$ cat src/rtl/snoop_sched_4.sv
// Flat 4-way round-robin scheduler that routes snooper writes to one packet buffer at a time
// and logs every finished assignment in an order FIFO for in-order draining.
module snoop_sched_4 #(
    parameter int unsigned DATA_WIDTH      = 64,
    parameter int unsigned ADDR_WIDTH      = 10,
    parameter int unsigned ORDER_DEPTH_LOG = 3,
    parameter bit          PESSIMISTIC     = 1'b0
) (
    input  logic                  clk,
    input  logic                  rst,
    input  logic [ADDR_WIDTH-1:0] wr_addr,
    input  logic [DATA_WIDTH-1:0] wr_data,
    input  logic                  wr_en,
    input  logic                  done,
    output logic                  mem_ready,
    input  logic [3:0]            mem_ready_in,
    output logic [ADDR_WIDTH-1:0] wr_addr_out,
    output logic [DATA_WIDTH-1:0] wr_data_out,
    output logic [3:0]            wr_en_out,
    output logic [3:0]            done_out,
    output logic [1:0]            sel,
    output logic [1:0]            order_id,
    output logic                  order_valid,
    input  logic                  order_rd_en,
    output logic [15:0]           drop_count
);

    localparam int unsigned Depth = 1 << ORDER_DEPTH_LOG;
    localparam int unsigned CntW  = ORDER_DEPTH_LOG + 1;

    typedef enum logic {StIdle, StActive} state_e;

    state_e                     state_q, state_d;
    logic [1:0]                 sel_q, sel_d;
    logic [1:0]                 rr_ptr_q, rr_ptr_d;
    logic [1:0]                 holdoff_q [4];
    logic [1:0]                 holdoff_d [4];
    logic [1:0]                 fifo_q [Depth];
    logic [ORDER_DEPTH_LOG-1:0] wr_ptr_q, rd_ptr_q;
    logic [CntW-1:0]            cnt_q, cnt_next;
    logic [15:0]                drop_q;

    logic       push, pop, can_select, found;
    logic [3:0] cand;
    logic [1:0] rr_scan, pick, idx;

    assign push       = (state_q == StActive) && done;
    assign pop        = order_rd_en && (cnt_q != '0);
    assign cnt_next   = cnt_q + CntW'(push) - CntW'(pop);
    assign can_select = cnt_next < CntW'(Depth);
    // A finishing buffer hands priority to its successor within the same cycle.
    assign rr_scan    = push ? sel_q + 2'd1 : rr_ptr_q;

    always_comb begin
        for (int i = 0; i < 4; i++) begin
            cand[i] = mem_ready_in[i] && (holdoff_q[i] == 2'd0) && !(push && (sel_q == 2'(i)));
        end
    end

    // Scan from the farthest offset down so the nearest candidate wins.
    always_comb begin
        pick = rr_scan;
        idx  = rr_scan;
        for (int k = 3; k >= 0; k--) begin
            idx = rr_scan + 2'(k);
            if (cand[idx]) begin
                pick = idx;
            end
        end
    end

    assign found = |cand;

    always_comb begin
        state_d  = state_q;
        sel_d    = sel_q;
        rr_ptr_d = rr_ptr_q;
        for (int i = 0; i < 4; i++) begin
            holdoff_d[i] = (holdoff_q[i] != 2'd0) ? holdoff_q[i] - 2'd1 : 2'd0;
        end
        unique case (state_q)
            StIdle: begin
                if (found && can_select) begin
                    state_d = StActive;
                    sel_d   = pick;
                end
            end
            StActive: begin
                if (done) begin
                    rr_ptr_d = sel_q + 2'd1;
                    if (PESSIMISTIC) begin
                        holdoff_d[sel_q] = 2'd2;
                    end
                    if (found && can_select) begin
                        sel_d = pick;
                    end else begin
                        state_d = StIdle;
                    end
                end
            end
            default: state_d = StIdle;
        endcase
    end

    always_ff @(posedge clk) begin
        if (rst) begin
            state_q  <= StIdle;
            sel_q    <= 2'd0;
            rr_ptr_q <= 2'd0;
            wr_ptr_q <= '0;
            rd_ptr_q <= '0;
            cnt_q    <= '0;
            drop_q   <= 16'd0;
            for (int i = 0; i < 4; i++) begin
                holdoff_q[i] <= 2'd0;
            end
            for (int i = 0; i < int'(Depth); i++) begin
                fifo_q[i] <= 2'd0;
            end
        end else begin
            state_q  <= state_d;
            sel_q    <= sel_d;
            rr_ptr_q <= rr_ptr_d;
            cnt_q    <= cnt_next;
            for (int i = 0; i < 4; i++) begin
                holdoff_q[i] <= holdoff_d[i];
            end
            if (push) begin
                fifo_q[wr_ptr_q] <= sel_q;
                wr_ptr_q         <= wr_ptr_q + 1'b1;
            end
            if (pop) begin
                rd_ptr_q <= rd_ptr_q + 1'b1;
            end
            if ((state_q == StIdle) && done && (drop_q != 16'hFFFF)) begin
                drop_q <= drop_q + 16'd1;
            end
        end
    end

    always_comb begin
        wr_en_out = 4'd0;
        done_out  = 4'd0;
        if (state_q == StActive) begin
            wr_en_out = 4'(wr_en) << sel_q;
            done_out  = 4'(done) << sel_q;
        end
    end

    assign mem_ready   = (state_q == StActive);
    assign wr_addr_out = wr_addr;
    assign wr_data_out = wr_data;
    assign sel         = sel_q;
    assign order_id    = fifo_q[rd_ptr_q];
    assign order_valid = (cnt_q != '0);
    assign drop_count  = drop_q;

endmodule

$ cat config.mk
export PLATFORM = sky130hd
export DESIGN_NAME = snoop_sched_4
export DESIGN_NICKNAME = d
export VERILOG_FILES = /design/src/rtl/snoop_sched_4.sv
export SDC_FILE = /design/constraint.sdc
export NUM_CORES = 1
export LEC_CHECK = 0
export CAP_MARGIN = 20
export CORE_ASPECT_RATIO = 0.75
export CORE_MARGIN = 10
export CORE_UTILIZATION = 40
export DETAILED_ROUTE_END_ITERATION = 7
export PLACE_DENSITY = 0.78
export RECOVER_POWER = 25
export SLEW_MARGIN = 40
export SYNTH_ARGS = -nofsm -noshare
export SYNTH_HDL_FRONTEND = slang
export SYNTH_SLANG_ARGS = --single-unit
$ cat constraint.sdc
create_clock -name clk -period 2.5 [get_ports clk]
set_input_delay 0.25 -clock clk [delete_from_list [all_inputs] [get_ports clk]]
set_output_delay 0.25 -clock clk [all_outputs]
set_load 0.02 [all_outputs]
Word-level counts from Yosys, hierarchy flattened
Memories as Yosys holds them, arrays and structs flattened. A register that Yosys moved wholly into a read port is not among the register bits.
Index checks and enable logic that the tools add are counted.
{"block": "totals", "mem_bits_rw": 24, "out_inout_bits": 104, "wordCells": 113, "input_bits": 83, "memories": 2, "reg_bits": 31}
{"block": "op_classes", "add_sub_neg": 13, "bitwise_logic": 5, "shift": 2, "order_cmp": 5, "n_eq_ne": 5, "n_mux": 40, "n_reduce_logical": 34}
{"memory": "fifo_q", "words": 8, "width": 2, "read_ports": 1, "rd_ports_with_merged_regs": 1, "write_ports": 8, "line": "38", "source": "logic [1:0] fifo_q [Depth];"}
{"memory": "holdoff_q", "words": 4, "width": 2, "read_ports": 4, "rd_ports_with_merged_regs": 0, "write_ports": 4, "line": "36", "source": "logic [1:0] holdoff_q [4];"}
{"operator": "$mux W2", "count": 16}
{"operator": "$logic_and A1 B1 Y1", "count": 17}
{"operator": "$add A16 B1 Y16 const B", "count": 1}
{"operator": "$ne A16 B16 Y1 const B", "count": 1}
{"operator": "$mux W1", "count": 13}
{"operator": "$lt A2 B3 Y1 const B", "count": 4}
{"operator": "$logic_not A2 Y1", "count": 5}
{"operator": "$mux W3", "count": 3}
{"operator": "$bmux W1 S2", "count": 4}
{"operator": "$mux W4", "count": 2}
{"operator": "$reduce_bool A2 Y1", "count": 4}
{"operator": "$shl A1 B2 Y4", "count": 2}
{"operator": "$sub A2 B1 Y2 const B", "count": 4}
{"operator": "$add A3 B1 Y3 const B", "count": 2}
{"operator": "$add A2 B1 Y2 const B", "count": 2}
{"operator": "$add A2 B2 Y2 const B", "count": 2}
{"operator": "$add A4 B1 Y4", "count": 1}
{"operator": "$eq A2 B2 Y1 const B", "count": 2}
{"operator": "$logic_not A1 Y1", "count": 4}
{"operator": "$lt A4 B4 Y1 const B", "count": 1}
{"operator": "$or A1 B1 Y1", "count": 4}
{"operator": "$pmux W2 S2", "count": 1}
{"operator": "$reduce_bool A4 Y1", "count": 1}
{"operator": "$reduce_or A4 Y1", "count": 1}
{"operator": "7 further kinds", "count": 7}

Logic depth before layout (Yosys ltp)
{"block": "logic_depth", "word_depth": 13, "mapped_depth": 12, "depth_no_buf": 12}

Worst setup path after synthesis
OpenSTA, ideal clock, no wires.
{"block": "synth_path", "kind": "register -> register", "startpoint": "register cnt_q[2]", "endpoint": "register sel_q[1] (netlist: sel[1])", "path_buffers": 0, "arrival_ps": 2116, "slack_ps": 293, "synth_period_minus_slack_ps": 2207, "path_stages_with_launch": 11, "required_ps": 2409, "setup_time_ps": 91, "cell_sequence": "dfxtp_1 inv_1 ha_1 nand2_1 nand3_1 ha_1 a21o_1 a21oi_1 xnor2_1 a21oi_1 a311oi_1"}
{"block": "synth_via", "elab_chain_len": 8, "word_cells_on_any_way": 9, "cone_classes": "add/sub: 2; order compare: 1; mux: 3; reduce/logical: 3"}
{"item": "start, declared", "line": "40", "source": "logic [CntW-1:0] cnt_q, cnt_next;"}
{"item": "start signal, assigned", "line": "124", "source": "cnt_q <= cnt_next;"}
{"item": "$reduce_bool A4 Y1 *"}
{"item": "named net order_valid", "line": "23", "source": "output logic order_valid,"}
{"item": "$logic_and A1 B1 Y1 *", "line": "48", "source": "assign pop = order_rd_en && (cnt_q != '0);"}
{"item": "$sub A4 B1 Y4 *", "line": "49", "source": "assign cnt_next = cnt_q + CntW'(push) - CntW'(pop);"}
{"item": "$lt A4 B4 Y1 *", "line": "50", "source": "assign can_select = cnt_next < CntW'(Depth);"}
{"item": "$logic_and A1 B1 Y1 *", "line": "83, 94"}
{"item": "$mux W2 *"}
{"item": "$mux W2"}
{"item": "$pmux W2 S2 *"}
{"item": "end signal, assigned", "line": "122", "source": "sel_q <= sel_d;"}
{"item": "end, declared", "line": "34", "source": "logic [1:0] sel_q, sel_d;"}
Mark *: on every way through the listed nets, which the timed path passes. The rest lies on a longest branch. The select of a mux whose other input is x is not followed.
A chain may end at the register's enable or synchronous reset.

==> metrics <==
status finished, final reports clean; slew of the pin with the lowest slew margin 0.6131 ns; DRT iter0 DRCs 99; slew margin rel. 58.07%; flop2flop setup slack 0.30 ns; CP endpoint order_id[1]; CP Capture Type output pin; Leakage 1.326 nW; Post-Syn Area 0.003632 mm2; fillcell total 832; Worst Reg-to-Reg Cells 10; DP Wirelength 5223 um; Max clock buf depth 2; All-Layer GR Usage 10.65%; Post-synth ARST share 0%; final worst-path cycle share 92.71%; critical path arrival 2.07 ns; power per cell area 907.4 mW/mm2; reg2reg start cnt_q[2]$_SDFF_PP0_; io pins 187; CP startpoint kind register; Post-Syn Instances 389; Worst Path Buf+Inv 1; PortBufs 38; antenna cells 0; antenna-violating nets left 0; Die X 130.0 um; hold_buf cts 0; Netlist cell types 65; FF-to-FF End sel[1]$_SDFFE_PP0P_; worst-path cell chain mux4_2 > mux2_2 > clkdlybuf4s50_1; final setup vio count 0; Starting Density 40.66%; fin nets 453; sequential cell area 0.001323 mm2; first-pass GRT wire length 11560 um; multi-input combinational cell area 0.001603 mm2; WP depth 3; initial antenna violation count 0; CTS tree built; Ys Warns 0; Synth Register Bits 58; critical path type reg -> out; Avg Cell Area, Syn 9.337 um2; WP data required 2.25 ns; setup TNS 0 ns; top cell type's share of synthesized area 23.15%; RSZ-0062 raised after global routing yes; gpl congestion 0.8462; Seq/Total Area, Yosys 36.38%; Synth Flop Type dfxtp_1; largest area contributor in the netlist dfxtp_1; Post-synth EDFFs 16; Die Height 102.5 um; clock slew at reported path FFs 0.05 ns; critical path's top delay family multiplexers; Setup Buffers After CTS 0; clock latency on the worst-skew pair 0.32 ns; Largest stage delay, worst path 0.54 ns; Peak VDD IR 0.4038 mV; final hold vios 0; Area contributors post-synth dfxtp_1 23%, buf_4 16%, edfxtp_1 13%; drt pass-1 iters 4; CP max stage cell clkdlybuf4s50_1; WL final 6947 um; min Tclk post-route 2.318 ns; min-delay worst type in -> reg; die area 0.01333 mm2; CTS buffer count 9; max frequency 0.4315 GHz; share of layout cells above drive strength 1 12.81%; max-slew violations 0; grt total ovfl 0; Core Area 0.008934 mm2; DRC viols 0; Max Cap Viol 0; largest net degree at the start of global routing 33; vias in the first global route 2404; Post-Syn Nets 488; Rows 30; CTS Root Buffer Type clkbuf_16; average wire per standard cell 14.75 um; total power 3.497 mW; top cells by count, synth 75 x buf_4, 49 x nor2_1, 42 x dfxtp_1; layout overhead on the synthesized area 6.097%; final setup skew 0.006156 ns; DR vias/cell 5.155; most common cell in the netlist buf_4; via count 2428; H-tree depth 3; CP max FO 4; # clock sinks 58
[final cells by class]
type / instances / area share [%]
multi-input cells: 223 / 41.59
repair buffers: 45 / 11.10
inverters: 17 / 1.656
clock inverters: 5 / 1.396
well taps: 112 / 3.636
clock buffers: 11 / 6.299
flip-flops and latches: 58 / 34.32
[through the flow]
step	instance area (um2)	setup WS (ns)	hold WS (ns)	util, %	instances
finish	3854	0.1823	0.4017	43.14	471
global route	3854	-0.004527	0.4320	43.14	471
CTS	3841	0.02661	0.3933	43.00	471
detailed placement	3545	0.1019	0.4151	39.68	455
global placement	3545	0.1789	0.4062	39.68	455
floorplan	3632	0.2930	0.3975	-	389
[how the worst min path moves through the flow]
stage / startpoint / end / slack, ns / cells after the start
2_1_floorplan: holdoff_q[1][0]$_SDFF_PP0_ / holdoff_q[1][0]$_SDFF_PP0_ / 0.40 / 1
3_3_place_gp: holdoff_q[1][0]$_SDFF_PP0_ / holdoff_q[1][0]$_SDFF_PP0_ / 0.41 / 1
3_5_place_dp: holdoff_q[0][0]$_SDFF_PP0_ / holdoff_q[0][0]$_SDFF_PP0_ / 0.42 / 1
4_1_cts: rst / wr_ptr_q[2]$_SDFFE_PP0P_ / 0.39 / 2
5_1_grt: rst / wr_ptr_q[0]$_SDFFE_PP0P_ / 0.43 / 2
6_report: rst / wr_ptr_q[2]$_SDFFE_PP0P_ / 0.40 / 2
[repair_timing]
action,CTS,global route
gates resized for setup,0,3
setup endpoints to repair,0,3
hold endpoints to repair,0,0
[flip-flops by register name, summed over array words and instances (netlist names), named ones only]
| register | cells |
|---|---|
| holdoff_q | 8 |
| cnt_q | 4 |
| mem_ready | 1 |
| rr_ptr_q | 2 |
| wr_ptr_q | 3 |
| drop_count | 16 |
| sel | 2 |
| rd_ptr_q | 3 |
| fifo_q | 16 |
[cells by family after synthesis]
kind of cell	count (synthesis)	synth area share, %
DFF	58	36.38
adders and majority gates	16	5.718
muxes	7	3.376
xor gates and xnor gates	21	5.064
AOI/OAI and AO/OA	44	10.20
and+or+nand+nor	135	19.46
buffers and inverters	108	19.81
[cells in the final DEF (no fill, tap or decap), types with 2 or more instances in the layout]
master / n
nor2_1: 49
dfxtp_1: 41
clkdlybuf4s50_1: 37
nand2_1: 24
inv_1: 17
xnor2_1: 17
edfxtp_1: 16
ha_1: 15
nor3_1: 14
nand3_1: 12
o21bai_1: 9
clkbuf_16: 9
a21oi_1: 8
buf_4: 7
nand4_1: 5
a211oi_1: 5
mux4_2: 4
nor4_1: 4
nor2b_1: 3
xor2_1: 3
o41ai_1: 3
and2_4: 2
mux2_2: 2
or3_1: 2
nand2b_1: 2
a21oi_2: 2
clkinvlp_4: 2
[power by group]
part	internal (mW)	switching [mW]	leakage, nW
Combinational	0.527	0.621	0.679
Clock	0.791	0.394	0.139
Sequential	1.08	0.0833	0.507
Total	2.40	1.10	1.33
[per-layer routing]
layer	wire length (um)	track usage (%)	up-vias	share of wire, %
met1	3031	12.55	1123	44
met5	0	0	-	0
met4	111	4.138	0	1.6
met3	592	6.321	25	8.5
met2	3211	15.55	90	46
li1	-	-	1190	-
No activity file was read; power rests on OpenSTA's default activity.
